<file path="config.mk">
export PLATFORM = sky130hd
export DESIGN_NAME = nmi_requester_flat
export DESIGN_NICKNAME = d
export VERILOG_FILES = /design/src/rtl/nmi_requester_if.sv /design/src/rtl/nmi_requester.sv /design/src/flat_wrapper.sv
export SDC_FILE = /design/constraint.sdc
export NUM_CORES = 1
export LEC_CHECK = 0
export ABC_AREA = 1
export ABC_CLOCK_PERIOD_IN_PS = 1150
export BUFFER_PORTS_ARGS = -buffer_cell sky130_fd_sc_hd__clkbuf_2
export CAP_MARGIN = 25
export CORE_MARGIN = 1
export CORE_UTILIZATION = 53
export CTS_CLUSTER_DIAMETER = 60
export DETAILED_ROUTE_END_ITERATION = 8
export GPL_ROUTABILITY_DRIVEN = 1
export PLACE_DENSITY = 0.74
export SYNTH_ARGS = -nofsm -noshare
export SYNTH_HDL_FRONTEND = slang
export SYNTH_SLANG_ARGS = --single-unit
export TNS_END_PERCENT = 1
</file>
<file path="constraint.sdc">
create_clock -name clk -period 1.15 [get_ports clk]
set_input_delay 0.115 -clock clk [delete_from_list [all_inputs] [get_ports clk]]
set_output_delay 0.115 -clock clk [all_outputs]
set_load 0.01 [all_outputs]
</file>
<file path="src/rtl/nmi_requester_if.sv">
// rtl/nmi_requester_if.sv - NMI request/acknowledge handshake between requester and core
interface nmi_requester_if;
    logic       NMI;
    logic [1:0] NMI_ID;
    logic       NMI_ACK;

    modport master (output NMI, output NMI_ID, input NMI_ACK);
    modport slave  (input NMI, input NMI_ID, output NMI_ACK);
endinterface

</file>
<file path="src/rtl/nmi_requester.sv">
// rtl/nmi_requester.sv - synchronise, debounce and prioritise four event sources onto the core NMI handshake
module nmi_requester #(
    parameter int unsigned DEBOUNCE_CYCLES = 0,
    parameter int unsigned CNT_W           = 8
) (
    input  logic                 clk,
    input  logic                 reset,
    input  logic [3:0]           irq_src_i,
    input  logic [3:0]           irq_mask_i,
    input  logic                 ovf_clr_i,
    nmi_requester_if.master      nmi_if,
    output logic [3:0]           pending_o,
    output logic [3:0]           overflow_o,
    output logic                 busy_o
);

    typedef enum logic [1:0] {IDLE, REQ, WAIT_REL} state_e;

    state_e     state_q, state_d;
    logic [3:0] src_s1_q, src_s2_q;
    logic [3:0] filt, filt_prev_q;
    logic [3:0] mask_s1_q, mask_s2_q, mask_d1_q, mask_q;
    logic       ack_s1_q, ack_s2_q, ack_q;
    logic [3:0] pending_q, pending_d;
    logic [3:0] overflow_q, overflow_d;
    logic       nmi_q, nmi_d;
    logic [1:0] nmi_id_q, nmi_id_d;
    logic [3:0] rise, cand, clr;
    logic [1:0] sel;

    // The mask runs through as many stages as a request, so a source and its
    // mask change reach the selection logic on the same edge.
    always_ff @(posedge clk or negedge reset) begin
        if (!reset) begin
            src_s1_q    <= '0;
            src_s2_q    <= '0;
            filt_prev_q <= '0;
            mask_s1_q   <= '0;
            mask_s2_q   <= '0;
            mask_d1_q   <= '0;
            mask_q      <= '0;
            ack_s1_q    <= 1'b0;
            ack_s2_q    <= 1'b0;
            ack_q       <= 1'b0;
        end else begin
            src_s1_q    <= irq_src_i;
            src_s2_q    <= src_s1_q;
            filt_prev_q <= filt;
            mask_s1_q   <= irq_mask_i;
            mask_s2_q   <= mask_s1_q;
            mask_d1_q   <= mask_s2_q;
            mask_q      <= mask_d1_q;
            ack_s1_q    <= nmi_if.NMI_ACK;
            ack_s2_q    <= ack_s1_q;
            ack_q       <= ack_s2_q;
        end
    end

    generate
        if (DEBOUNCE_CYCLES == 0) begin : g_nodb
            logic [3:0] filt_q;
            always_ff @(posedge clk or negedge reset) begin
                if (!reset) filt_q <= '0;
                else        filt_q <= src_s2_q;
            end
            assign filt = filt_q;
        end else begin : g_db
            localparam logic [CNT_W-1:0] LIMIT = CNT_W'(DEBOUNCE_CYCLES - 1);
            for (genvar i = 0; i < 4; i++) begin : g_src
                logic [CNT_W-1:0] cnt_q;
                logic             lvl_q;
                always_ff @(posedge clk or negedge reset) begin
                    if (!reset) begin
                        cnt_q <= '0;
                        lvl_q <= 1'b0;
                    end else if (src_s2_q[i] != lvl_q) begin
                        if (cnt_q == LIMIT) begin
                            lvl_q <= src_s2_q[i];
                            cnt_q <= '0;
                        end else begin
                            cnt_q <= cnt_q + 1'b1;
                        end
                    end else begin
                        cnt_q <= '0;
                    end
                end
                assign filt[i] = lvl_q;
            end
        end
    endgenerate

    assign rise = filt & ~filt_prev_q;
    assign cand = pending_q & ~mask_q;

    always_comb begin
        sel = 2'd0;
        for (int i = 3; i >= 0; i--) begin
            if (cand[i]) sel = 2'(i);
        end
    end

    always_comb begin
        state_d  = state_q;
        nmi_d    = nmi_q;
        nmi_id_d = nmi_id_q;
        clr      = '0;
        unique case (state_q)
            IDLE: begin
                if (|cand) begin
                    nmi_d    = 1'b1;
                    nmi_id_d = sel;
                    state_d  = REQ;
                end
            end
            REQ: begin
                if (ack_q) begin
                    nmi_d         = 1'b0;
                    clr[nmi_id_q] = 1'b1;
                    state_d       = WAIT_REL;
                end
            end
            WAIT_REL: begin
                if (!ack_q) state_d = IDLE;
            end
            default: begin
                nmi_d   = 1'b0;
                state_d = IDLE;
            end
        endcase
    end

    // A new edge on an already pending source is recorded as overflow; set beats clear.
    assign pending_d  = (pending_q & ~clr) | rise;
    assign overflow_d = (ovf_clr_i ? 4'b0000 : overflow_q) | (rise & pending_q);

    always_ff @(posedge clk or negedge reset) begin
        if (!reset) begin
            state_q    <= IDLE;
            nmi_q      <= 1'b0;
            nmi_id_q   <= 2'd0;
            pending_q  <= '0;
            overflow_q <= '0;
        end else begin
            state_q    <= state_d;
            nmi_q      <= nmi_d;
            nmi_id_q   <= nmi_id_d;
            pending_q  <= pending_d;
            overflow_q <= overflow_d;
        end
    end

    assign nmi_if.NMI    = nmi_q;
    assign nmi_if.NMI_ID = nmi_id_q;
    assign pending_o     = pending_q;
    assign overflow_o    = overflow_q;
    assign busy_o        = (state_q != IDLE);

endmodule

</file>
<file path="src/flat_wrapper.sv">
// flat-port wrapper written by rule: the top's interface ports become plain ports
module nmi_requester_flat 
#(
    parameter int unsigned DEBOUNCE_CYCLES = 0,
    parameter int unsigned CNT_W           = 8
)
  (clk, reset, irq_src_i, irq_mask_i, ovf_clr_i, pending_o, overflow_o, busy_o, nmi_if_NMI, nmi_if_NMI_ID, nmi_if_NMI_ACK);
  nmi_requester_if nmi_if_i ();
  input  logic clk;
  input  logic reset;
  input  logic [3:0] irq_src_i;
  input  logic [3:0] irq_mask_i;
  input  logic ovf_clr_i;
  output logic [3:0] pending_o;
  output logic [3:0] overflow_o;
  output logic busy_o;
  output wire logic [$bits(nmi_if_i.NMI)-1:0] nmi_if_NMI;
  output wire logic [$bits(nmi_if_i.NMI_ID)-1:0] nmi_if_NMI_ID;
  input wire logic [$bits(nmi_if_i.NMI_ACK)-1:0] nmi_if_NMI_ACK;
  assign nmi_if_NMI = nmi_if_i.NMI;
  assign nmi_if_NMI_ID = nmi_if_i.NMI_ID;
  assign nmi_if_i.NMI_ACK = nmi_if_NMI_ACK;
  nmi_requester #(.DEBOUNCE_CYCLES(DEBOUNCE_CYCLES), .CNT_W(CNT_W)) u_core (.clk(clk), .reset(reset), .irq_src_i(irq_src_i), .irq_mask_i(irq_mask_i), .ovf_clr_i(ovf_clr_i), .nmi_if(nmi_if_i), .pending_o(pending_o), .overflow_o(overflow_o), .busy_o(busy_o));
endmodule
</file>
==> results.sh <==
export IMPL_status="complete, but fails checks"
export IMPL_violations="setup timing"
export IMPL_stdcell_count=193
export IMPL_yosys_area_share_adder=0
export IMPL_worst_r2r_endpoint="u_core.nmi_if.NMI_ID[0]"
export IMPL_antenna_found_initial=0
export IMPL_finalSetupTns_ns=-0.0540
export IMPL_wl_per_cell_um=11.6
export IMPL_clockBufferDepth=2
export IMPL_multi_input_area_sq_um=233
export IMPL_tritoncts="done"
export IMPL_p_int_mw=2.69
export IMPL_syn_nets=126
export IMPL_cp_required_ns=1.03
export IMPL_rrSetupSlack_ns=0.02
export IMPL_synth_compound_area_frac=0.0397
export IMPL_max_cap_viol_count=0
export IMPL_synth_area_top_cells="dfrtp_1, nand2_1, inv_1, o21ai_1, nand3_1"
export IMPL_period_minus_slack_ns=1.20
export IMPL_fp_dieW_um=54.8
export IMPL_worst_slack_ns=-0.0540
export IMPL_seqCellArea_sq_mm=0.00120
export IMPL_via_per_inst=4.81
export IMPL_yosysSeqAreaShare=0.811
export IMPL_core_sq_mm=0.00257
export IMPL_avgSynthCellArea_sq_um=13.0
export IMPL_hold_class="input pin to asynchronous set/reset pin"
export IMPL_ir_drop_v=0.00173
export IMPL_rsz0062_at_grt="true"
export IMPL_clkTransAtPathRegs_ns=0.13
export IMPL_ant_nets=0
export IMPL_track_usage=0.183
export IMPL_switching_share=0.316
export IMPL_core_rowCount=18
export IMPL_globalplace_congestion=0.859
export IMPL_postPlaceCellArea_sq_mm=0.00165
export IMPL_synth_async_reset_ratio=1.00
export IMPL_synthToLayoutAreaGrowth_pct=28.7
export IMPL_hold_violations=0
export IMPL_clock_fmax_mhz=831
export IMPL_grt_max_degree=49
export IMPL_route_vias_total=929
export IMPL_ys_ff_latch=48
export IMPL_cp_arrival_ns=1.09
export IMPL_drt_iter0_drc=8
export IMPL_drc=0
export IMPL_crit_type="register to output port"
export IMPL_syn_inst=114
export IMPL_grt_pass1_vias=918
export IMPL_p_seq_frac=0.531
export IMPL_synth_simple_area_share=0.101
export IMPL_synth_xor_area_frac=0
export IMPL_placed_cells=168
export IMPL_whs_ns=0.271
export IMPL_n_antenna_cell=0
export IMPL_synth_top_family_by_area="simple AND/OR/NAND/NOR gates"
export IMPL_cts_sinks=48
export IMPL_r2r_cells=6
export IMPL_worst_pin_slew_ns=0.240
export IMPL_clock_latency_ns=0.34
export IMPL_synth_mux_area_frac=0
export IMPL_pwr_share_clk=0.199
export IMPL_crit_path_start_kind="register"
export IMPL_synth_area_sq_mm=0.00148
export IMPL_cts_htree_levels=2
export IMPL_fin_crit_sh=1.05
export IMPL_ys_top_cells_by_count="dfrtp_1, nand2_1, inv_1"
export IMPL_routed_wl_um=2240
export IMPL_numPortBuffers=23
export IMPL_nets=174
export IMPL_maxSlewHeadroom=0.840
export IMPL_yosys_area_top_type_share=0.811
export IMPL_yosysMostFrequentCell="dfrtp_1"
export IMPL_yosys_most_used_dff="dfrtp_1"
export IMPL_synth_edff_count=0
export IMPL_power_density_mw_per_mm2=2070
export IMPL_finalMaxSlewViolations=0
export IMPL_comb_power_share=0.270
export IMPL_clock_skew_ns=0.00501
export IMPL_dieArea_sq_mm=0.00301
export IMPL_r2r_start="u_core.state_q[0]"
export IMPL_yosys_warnings=0
export IMPL_initial_core_util=0.577
export IMPL_design_power_total_mw=3.94
export IMPL_fillers=159
export IMPL_dp_hpwl_um=1380
export IMPL_pin_count=24
export IMPL_yosysTopAreaCell="dfrtp_1"
export IMPL_yosysUniqueCellTypes=13
export IMPL_drive_gt1_frac=0.301
export IMPL_end_kind="output port"
export IMPL_cp_max_fo=2
export IMPL_cts_buffers=5
export IMPL_drtPass1Iterations=4
export IMPL_grt_overflow=0
export IMPL_root_buffer="clkbuf_4"
export IMPL_p_leak_nw=0.969
export IMPL_grt_pass1_wl_um=3620
export IMPL_stdcell_area_sq_mm=0.00191
export IMPL_die_h_um=54.8
export IMPL_power_switching_mw=1.25
export IMPL_setup_viol=1
## worst max-delay path by stage
stage / depth (start not counted) / end / startpoint / slack, ns
after floorplan: 6 / u_core.nmi_if.NMI / u_core.pending_o[2] / 0.23
after global routing: 3 / busy_o / u_core.state_q[0] / -0.13
final: 3 / busy_o / u_core.state_q[0] / -0.05
after CTS: 3 / busy_o / u_core.state_q[1] / -0.02
after global placement: 6 / u_core.state_q[0] / u_core.pending_o[0] / 0.18
after detailed placement: 5 / u_core.pending_o[2] / u_core.state_q[0] / 0.15
## stage by stage
stage,utilization,worst slack (ns)
global placement,0.644,0.175
detailed placement,0.644,0.153
finish,0.742,-0.0540
global route,0.742,-0.132
CTS,0.725,-0.0228
floorplan,-,0.228
## logic make-up after synthesis
group / Yosys count
AND/OR/NAND/NOR: 36
buffers and inverters: 19
AO/OA/AOI/OAI: 11
flip-flops: 48
## flip-flops by register name, indices dropped and copies added (netlist names), 4 cells and up
name / flops
u_core.mask_s2_q: 4
u_core.filt: 4
u_core.overflow_o: 4
u_core.pending_o: 4
u_core.mask_s1_q: 4
u_core.filt_prev_q: 4
u_core.mask_d1_q: 4
u_core.src_s2_q: 4
u_core.src_s1_q: 4
u_core.mask_q: 4
## power by group through the flow
stage | clock [mW] | sequential [mW] | combinational (mW)
4_1_cts | 0.817 | 2.09 | 0.875
2_1_floorplan | 0 | 2.14 | 0.381
5_1_grt | 0.899 | 2.13 | 1.19
3_3_place_gp | 0 | 2.11 | 0.704
3_5_place_dp | 0 | 2.13 | 0.730
6_report | 0.785 | 2.09 | 1.06
## placed cells by master, fill, tap and decap left out
master	count
clkbuf_4	5
o21ai_0	3
o22ai_1	1
clkinvlp_4	2
nor2_4	1
buf_6	1
nand3_1	4
inv_1	17
buf_12	1
nor2_1	3
dlygate4sd3_1	11
nand3_2	1
nand2_1	22
nor2_2	1
o211ai_1	1
clkbuf_2	22
nand2_2	4
o21ai_2	2
clkbuf_8	1
a21oi_1	1
buf_4	6
o21ai_1	3
inv_2	2
dfrtp_1	48
## cell type report
type,instances,area share
Multi-Input combinational cell,47,0.122
Tap cell,30,0.0197
Clock buffer,6,0.0269
Inverter,19,0.0374
Sequential cell,48,0.630
Timing Repair Buffer,41,0.156
Clock inverter,2,0.00788
## worst max-delay path, stage by stage, from the launching register on
cell     delay, ns
dfrtp_1       0.42
nor2_2        0.15
inv_2         0.06
buf_6         0.12
## layer usage
layer,up-vias,global-route usage,routed length (um)
met2,42,0.285,1090
met3,6,0.0889,128
met5,-,0,0
met4,0,0.0855,33
li1,441,-,-
met1,440,0.211,989
## timing repair
| action | 4_1_cts | 5_1_grt |
|---|---|---|
| gates resized for setup | 1 | 10 |
| hold buffers | 11 | 0 |
| setup buffers | 4 | 2 |
| hold endpoints to repair | 60 | 0 |
| endpoints found under the setup margin | 1 | 5 |
| pin swaps | 1 | 1 |
Power figures use the tool's default switching activity.
